==> config.mk <==
export PLATFORM = sky130hd
export DESIGN_NAME = cpu_trace_buffer
export DESIGN_NICKNAME = d
export VERILOG_FILES = /design/src/rtl/cpu_trace_buffer_pkg.sv /design/src/rtl/trace_fifo_mem.sv /design/src/rtl/cpu_trace_buffer.sv
export SDC_FILE = /design/constraint.sdc
export NUM_CORES = 1
export LEC_CHECK = 0
export CORE_AREA = 2 2 390 392
export DETAILED_ROUTE_END_ITERATION = 6
export DIE_AREA = 0 0 392 394
export DONT_BUFFER_PORTS = 1
export MAX_ROUTING_LAYER = met4
export SLEW_MARGIN = 20
export SYNTH_ARGS = -nofsm -noshare
export SYNTH_HDL_FRONTEND = slang
export SYNTH_SLANG_ARGS = --single-unit
==> constraint.sdc <==
create_clock -name clock -period 11.7 [get_ports clock]
set_input_delay 2.925 -clock clock [delete_from_list [all_inputs] [get_ports clock]]
set_output_delay 2.925 -clock clock [all_outputs]
set_load 0.05 [all_outputs]
==> src/rtl/cpu_trace_buffer_pkg.sv <==
// Shared definitions for the CPU retirement trace buffer: FSM encodings,
// trace entry layout, flag bit positions and the default buffer depth.
// Optional feature macro: TRACE_TRIGGER_EN (adds the ARMED state / PC trigger).
package cpu_trace_buffer_pkg;

  localparam int unsigned XLEN            = 32;
  localparam int unsigned STATE_W         = 2;
  localparam int unsigned FLAG_W          = 2;
  localparam int unsigned TRACE_DEPTH_DEF = 16;

  // Bit positions inside the {RegWrite, MemWrite} flag field
  localparam int unsigned FLAG_REGWR = 1;
  localparam int unsigned FLAG_MEMWR = 0;

  typedef enum logic [STATE_W-1:0] {
    ST_IDLE    = 2'd0,
`ifdef TRACE_TRIGGER_EN
    ST_ARMED   = 2'd1,
`endif
    ST_CAPTURE = 2'd2,
    ST_FULL    = 2'd3
  } state_e;

  typedef struct packed {
    logic [XLEN-1:0]   pc;
    logic [XLEN-1:0]   instr;
    logic [XLEN-1:0]   alu;
    logic [FLAG_W-1:0] flags;
  } trace_entry_t;

endpackage : cpu_trace_buffer_pkg

==> src/rtl/trace_fifo_mem.sv <==
// Trace entry storage with wrapping read/write pointers.
// Write port is synchronous; read port shows the head entry combinationally.
module trace_fifo_mem
  import cpu_trace_buffer_pkg::*;
#(
  parameter int unsigned DEPTH = TRACE_DEPTH_DEF
) (
  input  logic         clock,
  input  logic         reset_n,
  input  logic         i_wr_en,
  input  trace_entry_t i_wr_data,
  input  logic         i_rd_en,
  output trace_entry_t o_rd_data
);

  localparam int unsigned AW = $clog2(DEPTH);

  trace_entry_t  r_mem [DEPTH];
  logic [AW-1:0] r_wr_ptr;
  logic [AW-1:0] r_rd_ptr;

  // Storage write; contents are not reset, only the pointers are
  always_ff @(posedge clock) begin
    if (i_wr_en) begin
      r_mem[r_wr_ptr] <= i_wr_data;
    end
  end

  // Pointers wrap naturally because DEPTH is a power of two
  always_ff @(posedge clock or negedge reset_n) begin
    if (!reset_n) begin
      r_wr_ptr <= '0;
      r_rd_ptr <= '0;
    end else begin
      if (i_wr_en) r_wr_ptr <= r_wr_ptr + AW'(1);
      if (i_rd_en) r_rd_ptr <= r_rd_ptr + AW'(1);
    end
  end

  assign o_rd_data = r_mem[r_rd_ptr];

endmodule : trace_fifo_mem

==> src/rtl/cpu_trace_buffer.sv <==
// Captures retired instructions from a single-cycle core into a FWFT trace
// FIFO. IDLE -> CAPTURE on arm, CAPTURE -> FULL when the buffer fills,
// FULL -> IDLE once drained. Retirements seen while FULL set a sticky flag.
// Optional feature macro: TRACE_TRIGGER_EN -- arming enters ARMED, which waits
// for a retirement at iTrigPC before capture starts.
module cpu_trace_buffer
  import cpu_trace_buffer_pkg::*;
#(
  parameter int unsigned DEPTH = TRACE_DEPTH_DEF
) (
  input  logic                   clock,
  input  logic                   reset_n,
  input  logic                   iValid,
  input  logic [XLEN-1:0]        iPC,
  input  logic [XLEN-1:0]        iInstruction,
  input  logic [XLEN-1:0]        iAluResult,
  input  logic                   iRegWrite,
  input  logic                   iMemWrite,
  input  logic                   iArm,
`ifdef TRACE_TRIGGER_EN
  input  logic [XLEN-1:0]        iTrigPC,
`endif
  input  logic                   iRdReady,
  output logic                   oRdValid,
  output logic [XLEN-1:0]        oRdPC,
  output logic [XLEN-1:0]        oRdInstruction,
  output logic [XLEN-1:0]        oRdAluResult,
  output logic [FLAG_W-1:0]      oRdFlags,
  output logic [STATE_W-1:0]     oState,
  output logic [$clog2(DEPTH):0] oCount,
  output logic                   oOverflow
);

  localparam int unsigned CW = $clog2(DEPTH) + 1;

  state_e       r_state;
  state_e       w_state_nxt;
  logic [CW-1:0] r_count;
  logic [CW-1:0] w_count_nxt;
  logic          r_overflow;
  logic          w_push;
  logic          w_pop;
  logic          w_ovf_set;
  logic          w_ovf_clr;
  trace_entry_t  w_wr_data;
  trace_entry_t  w_rd_data;

`ifdef TRACE_TRIGGER_EN
  logic w_trig_hit;
  assign w_trig_hit = iValid && (iPC == iTrigPC);
`endif

  // Pop whenever the consumer takes a valid head, regardless of state
  assign w_pop       = (r_count != '0) && iRdReady;
  assign w_count_nxt = r_count + CW'(w_push) - CW'(w_pop);

  // State register
  always_ff @(posedge clock or negedge reset_n) begin
    if (!reset_n) begin
      r_state <= ST_IDLE;
    end else begin
      r_state <= w_state_nxt;
    end
  end

  // Next-state logic
  always_comb begin
    w_state_nxt = r_state;
    case (r_state)
      ST_IDLE: begin
        if (iArm) begin
`ifdef TRACE_TRIGGER_EN
          w_state_nxt = ST_ARMED;
`else
          w_state_nxt = ST_CAPTURE;
`endif
        end
      end
`ifdef TRACE_TRIGGER_EN
      ST_ARMED: begin
        if (w_trig_hit) w_state_nxt = ST_CAPTURE;
      end
`endif
      ST_CAPTURE: begin
        if (w_push && (w_count_nxt == CW'(DEPTH))) w_state_nxt = ST_FULL;
      end
      ST_FULL: begin
        if (w_count_nxt == '0) w_state_nxt = ST_IDLE;
      end
      default: w_state_nxt = ST_IDLE;
    endcase
  end

  // Per-state control outputs: push enable and overflow set/clear
  always_comb begin
    w_push    = 1'b0;
    w_ovf_set = 1'b0;
    w_ovf_clr = 1'b0;
    case (r_state)
      ST_IDLE:    w_ovf_clr = iArm;
`ifdef TRACE_TRIGGER_EN
      ST_ARMED:   w_push    = w_trig_hit;
`endif
      ST_CAPTURE: w_push    = iValid;
      ST_FULL:    w_ovf_set = iValid;
      default:    ;
    endcase
  end

  // Occupancy counter; CAPTURE leaves for FULL before it could exceed DEPTH
  always_ff @(posedge clock or negedge reset_n) begin
    if (!reset_n) begin
      r_count <= '0;
    end else begin
      r_count <= w_count_nxt;
    end
  end

  // Sticky overflow: set by retirements lost while FULL, cleared on arm
  always_ff @(posedge clock or negedge reset_n) begin
    if (!reset_n) begin
      r_overflow <= 1'b0;
    end else if (w_ovf_clr) begin
      r_overflow <= 1'b0;
    end else if (w_ovf_set) begin
      r_overflow <= 1'b1;
    end
  end

  // Pack the retirement record into a trace entry
  always_comb begin
    w_wr_data                  = '0;
    w_wr_data.pc               = iPC;
    w_wr_data.instr            = iInstruction;
    w_wr_data.alu              = iAluResult;
    w_wr_data.flags[FLAG_REGWR] = iRegWrite;
    w_wr_data.flags[FLAG_MEMWR] = iMemWrite;
  end

  trace_fifo_mem #(
    .DEPTH (DEPTH)
  ) u_mem (
    .clock     (clock),
    .reset_n   (reset_n),
    .i_wr_en   (w_push),
    .i_wr_data (w_wr_data),
    .i_rd_en   (w_pop),
    .o_rd_data (w_rd_data)
  );

  assign oRdValid       = (r_count != '0);
  assign oRdPC          = w_rd_data.pc;
  assign oRdInstruction = w_rd_data.instr;
  assign oRdAluResult   = w_rd_data.alu;
  assign oRdFlags       = w_rd_data.flags;
  assign oState         = r_state;
  assign oCount         = r_count;
  assign oOverflow      = r_overflow;

endmodule : cpu_trace_buffer
==> impl_metrics.tcl, run 1 <==
set metrics [dict create \
    status "complete, no violations" \
    grt_start_max_net_pins 132 \
    synthDominantCellAreaShare_pct 78.7 \
    hold_path.startpoint "u_mem.r_wr_ptr[3]" \
    drc 0 \
    hold_viol_final 0 \
    clk_path_buf_depth 3 \
    ys_top_cells_by_area "edfxtp_1, mux4_2, buf_6" \
    stdcell_count 4533 \
    drv_slew 0 \
    cts_tree "done" \
    setup_viol_count_final 0 \
    clock_sinks 1584 \
    fill_cells 12300 \
    ys_ff_latch 1584 \
    core_area_sq_um 151000 \
    dr.pass1.iters 5 \
    swShare_pct 33.1 \
    start_util_pct 39.7 \
    clk_latency_ns 0.79 \
    vdd.ir_drop.worst_uv 199 \
    die_h_microns 394 \
    place_inst 4233 \
    post_cts_resized 0 \
    critPathMaxFanout 107 \
    yosysSeqAreaShare_pct 79.4 \
    track_usage_pct 18.0 \
    setup_slack_ns 4.51 \
    worstPathCellList "buf_4, buf_12, mux4_2, mux4_2" \
    yosysWarnings 0 \
    placedInstanceArea_sq_um 62100 \
    yosys.area.top_type "edfxtp_1" \
    netlist_area_sq_um 59800 \
    fmax_mhz 139 \
    setup.worst_path.start "u_mem.r_rd_ptr[0]" \
    rows 143 \
    final_common_cell "edfxtp_1" \
    routed_via_density 5.54 \
    switchingPower_mw 5.80 \
    rsz0062_at_grt "no" \
    final_cell_mix "edfxtp_1, mux4_2, clkbuf_16" \
    chipWidth_microns 392 \
    nets 2482 \
    min_period_over_period_pct 61.5 \
    grt_pass1_wl_mm 193 \
    slowest_stage "buf_4" \
    power_leakage_nw 20.6 \
    comb_power_share_pct 30.5 \
    post_drt_wl_per_cell_microns 29.5 \
    postSynthAreaPerCell_sq_um 26.4 \
    clock_skew_ns 0.0287 \
    crit_type "register to output port" \
    grt_remaining_overflow 0 \
    ant_nets 0 \
    holdBufCountCts 0 \
    place_ws_ns 5.11 \
    postCtsSetupRepairBufs 0 \
    arrival_ns 4.27 \
    area_delta_synth_final_pct 12.7 \
    critPathRequiredTime_ns 8.78 \
    place_hpwl_mm 66.1 \
    ctsHtreeMaxLevel 4 \
    syn_nets 2385 \
    cp_slowest_stage_delay_ns 0.69 \
    p_seq_share_pct 40.4 \
    dieArea_sq_um 154000 \
    cts_buffers 162 \
    drt-initial-drc-count 2162 \
    p_int_mw 11.7 \
    cp_common_cell "mux4_2" \
    cts_root_buffer "clkbuf_16" \
    p_per_area_nw_per_um2 259 \
    power.total_mw 17.5 \
    tightest_slew_ns 1.09 \
    grt_pass1_vias 27200 \
    cp-start-kind "register" \
    antenna_found_initial 1 \
    maxCapViolCount 0 \
    design_area_sq_um 67400 \
    multi_input_area_sq_um 11600 \
    maxSlewHeadroom_pct 27.6 \
    ios 210 \
    drive_gt1_share_pct 31.6 \
    p_clk_share_pct 29.2 \
    synthDistinctLibCells 31 \
    vias 25100 \
    gp_congestion 0.717 \
    r2r-start "oState[1]" \
    hp-class "register to register" \
    setup_tns_ns 0 \
    portBuffers 0 \
    worstSetupEndpointType "output port" \
    seq_area_sq_um 47500 \
    path_clk_slew_ns 0.06 \
    min_period_ns 7.19 \
    synthCells 2270 \
    drt_wl_total_mm 134 \
]
final timing paths:
kind	cells after the start	slack, ns	to
max in group asynchronous	0	9.78	u_mem.r_rd_ptr[3]
hold reg to reg	1	0.55	u_mem.r_wr_ptr[3]
hold / removal	1	0.55	u_mem.r_wr_ptr[3]
min in group asynchronous	0	1.82	oCount[2]
setup reg to reg	6	7.55	u_mem.r_mem[6][6]
setup / recovery	4	4.51	oRdAluResult[4]
sequential cells by signal, indices dropped and copies added (netlist names):
name,flops
u_mem.r_mem,1568
u_mem.r_wr_ptr,4
oOverflow,1
u_mem.r_rd_ptr,4
oCount,5
oState,2
power by group through the flow:
stage	Clock, mW	Sequential (mW)	Combinational, mW
after global routing	5.44	7.11	5.61
after global placement	0	7.16	5.39
after detailed placement	0	7.19	5.45
after CTS	5.23	7.07	5.46
after floorplan	0	7.03	4.50
final	5.10	7.06	5.33
synthesized netlist by cell type (all sizes together):
cell	count
clkbuf	61
ha	11
or4b	1
or3	1
a21o	1
mux2	1
a21oi	3
o21ai	4
edfxtp	1568
xor2	1
nor3b	1
nand4	2
nor2	2
fa	1
a41oi	1
a211oi	1
nand2	5
nand2b	1
and2	17
dfrtp	16
and3b	1
xnor2	8
a31oi	1
mux4	490
and3	3
nor2b	1
inv	14
buf	51
nor3	2
area by class of cell:
class / instances / share of cell area (%)
Sequential cell: 1584 / 70.4
Timing Repair Buffer: 45 / 0.586
Antenna cell: 1 / 0.00371
Tap cell: 2030 / 3.77
Inverter: 14 / 0.0779
Multi-Input combinational cell: 560 / 17.2
Clock buffer: 194 / 6.29
Clock inverter: 105 / 1.61
per-layer routing:
layer  routed length, microns  track usage, %  up-vias
met4                     2790            4.70        0
li1                         -               -    10200
met2                    67600            29.3      730
met1                    53700            22.3    14000
met3                     9820            5.02      201
met5                        0               -        -
kinds of logic (layout without fill, tap and decap cells):
kind of cell | after synthesis | after routing | synth area share, %
compound gates | 11 | 11 | 0.109
xor+xnor | 9 | 9 | 0.132
fa+ha+maj | 12 | 12 | 0.263
buf+inv | 126 | 358 | 1.30
flops | 1584 | 1584 | 79.4
mux | 491 | 491 | 18.5
other cells | 0 | 1 | 0
simple gates | 37 | 37 | 0.366
metrics by stage:
step / hold slack (ns) / utilization, %
final: 0.546 / 44.8
after global routing: 0.564 / 44.8
after CTS: 0.546 / 44.7
after detailed placement: 0.536 / 41.2
after global placement: 0.513 / 41.2
after floorplan: 0.493 / -
worst max-delay path, delay by kind of cell, from the launching register on:
kind     cells  cell delay, ns
flops        1            0.62
mux          2            1.29
buf+inv      2            1.30
Note: power is estimated with default switching activity, not from simulation.
==> run 2, diff against run 1 <==
- clock period: 11.7 -> 6.3 ns (I/O delays scaled with it)
==> impl_metrics.tcl, run 2 (synthesis gave the netlist of run 1 again) <==
set metrics [dict create \
    clk_latency_ns 0.79 \
    top_layer_used "met4" \
    post_cts_resized 0 \
    rsz0062_at_grt "no" \
    wl_met2_mm 67.4 \
    critPathMaxFanout 31 \
    gp_congestion 0.717 \
    rows 143 \
    min_period_ns 5.17 \
    wl_met3_mm 10.4 \
    path_clk_slew_ns 0.06 \
    grt_start_max_net_pins 121 \
    fmax_mhz 193 \
    maxSlewHeadroom_pct 29.7 \
    tightest_slew_ns 1.05 \
    cts_root_buffer "clkbuf_16" \
    grt_pass1_vias 27000 \
    grt_remaining_overflow 0 \
    holdBufCountCts 0 \
    min_period_over_period_pct 82.1 \
    cp-start-kind "register" \
    drive_gt1_share_pct 31.5 \
    worstSetupEndpointType "output port" \
    ctsHtreeMaxLevel 4 \
    portBuffers 0 \
    arrival_ns 3.60 \
    regMostFlops "u_mem.r_mem" \
    drc 0 \
    nets 2501 \
    drt-initial-drc-count 1915 \
    routed_via_density 5.52 \
    postCtsSetupRepairBufs 0 \
    setup_viol_count_final 0 \
    power_leakage_nw 20.7 \
    grt_pass1_wl_mm 195 \
    power.total_mw 32.6 \
    largest_register_ffs 1568 \
    dr.pass1.iters 6 \
    start_util_pct 39.7 \
    final_cell_mix "edfxtp_1, mux4_2, clkbuf_16" \
    maxCapViolCount 0 \
    dieArea_sq_um 154000 \
    wl_met1_mm 55.0 \
    core_area_sq_um 151000 \
    hold_viol_final 0 \
    cts_buffers 165 \
    drv_slew 0 \
    place_hpwl_mm 67.9 \
    clk_path_buf_depth 3 \
    num_antenna_cells 0 \
    die_h_microns 394 \
    track_usage_pct 18.4 \
    cts_tree "done" \
    post_drt_wl_per_cell_microns 29.9 \
    clock_skew_ns 0.0389 \
    vias 25100 \
    crit_type "register to output port" \
    final_common_cell "edfxtp_1" \
    ios 210 \
    p_per_area_nw_per_um2 481 \
    clock_sinks 1584 \
    area_delta_synth_final_pct 13.4 \
    setup_tns_ns 0 \
    status "complete, no violations" \
    antenna_found_initial 0 \
    drt_wl_total_mm 136 \
    vdd.ir_drop.worst_uv 316 \
    critPathRequiredTime_ns 4.72 \
    ant_nets 0 \
    chipWidth_microns 392 \
    hp-class "input pin to asynchronous set/reset pin" \
]
==> run 2: through the flow <==
stage / cell area (sq um) / utilization (%) / worst slack, ns / hold WS [ns] / instances
floorplan: 59800 / - / 1.19 / 0.493 / 2270
global placement: 62600 / 41.6 / 1.91 / 0.513 / 4249
detailed placement: 62600 / 41.6 / 1.87 / 0.557 / 4249
CTS: 67900 / 45.0 / 0.968 / 0.389 / 4553
global route: 67900 / 45.0 / 0.885 / 0.409 / 4553
finish: 67900 / 45.0 / 1.13 / 0.467 / 4553
==> run 2: report_power, final <==
part           total [mW]  switching [mW]  internal (mW)
clock network        9.31            3.98           5.33
logic                10.2            6.32           3.88
registers            13.1           0.565           12.5
total                32.6            10.9           21.7
==> run 2: metal layers <==
metal / GRT usage [%] / vias to the layer above
met2: 29.0 / 797
met4: 5.58 / 0
met1: 23.3 / 13900
li1: - / 10200
met5: - / -
met3: 5.05 / 207
==> run 2: path summary, 6_finish.rpt <==
check | startpoint | depth (start not counted) | to | slack (ns)
worst max-delay path | u_mem.r_rd_ptr[0] | 3 | oRdInstruction[0] | 1.13
worst min-delay path | reset_n | 0 | oCount[0] | 0.47
worst max register to register | oCount[3] | 13 | oState[0] | 2.35
worst min register to register | u_mem.r_wr_ptr[2] | 1 | u_mem.r_wr_ptr[2] | 0.58
max in group asynchronous | reset_n | 0 | u_mem.r_rd_ptr[3] | 5.74
min in group clock | u_mem.r_wr_ptr[2] | 1 | u_mem.r_wr_ptr[2] | 0.58
==> run 2: worst max-delay path: stages (launching register included) <==
cell and delay (ns):
dfrtp_4 0.90, buf_4 0.59, mux4_2 0.59, mux4_2 0.65
==> run 2: final cells by class <==
type                    instances  area (sq um)
repair buffers                 61           933
clock inverters                91           822
clock buffers                 213          4390
multi-input cells             560         11600
well taps                    2030          2540
flip-flops and latches       1584         47500
fillers                     12300         82800
inverters                      14          52.6
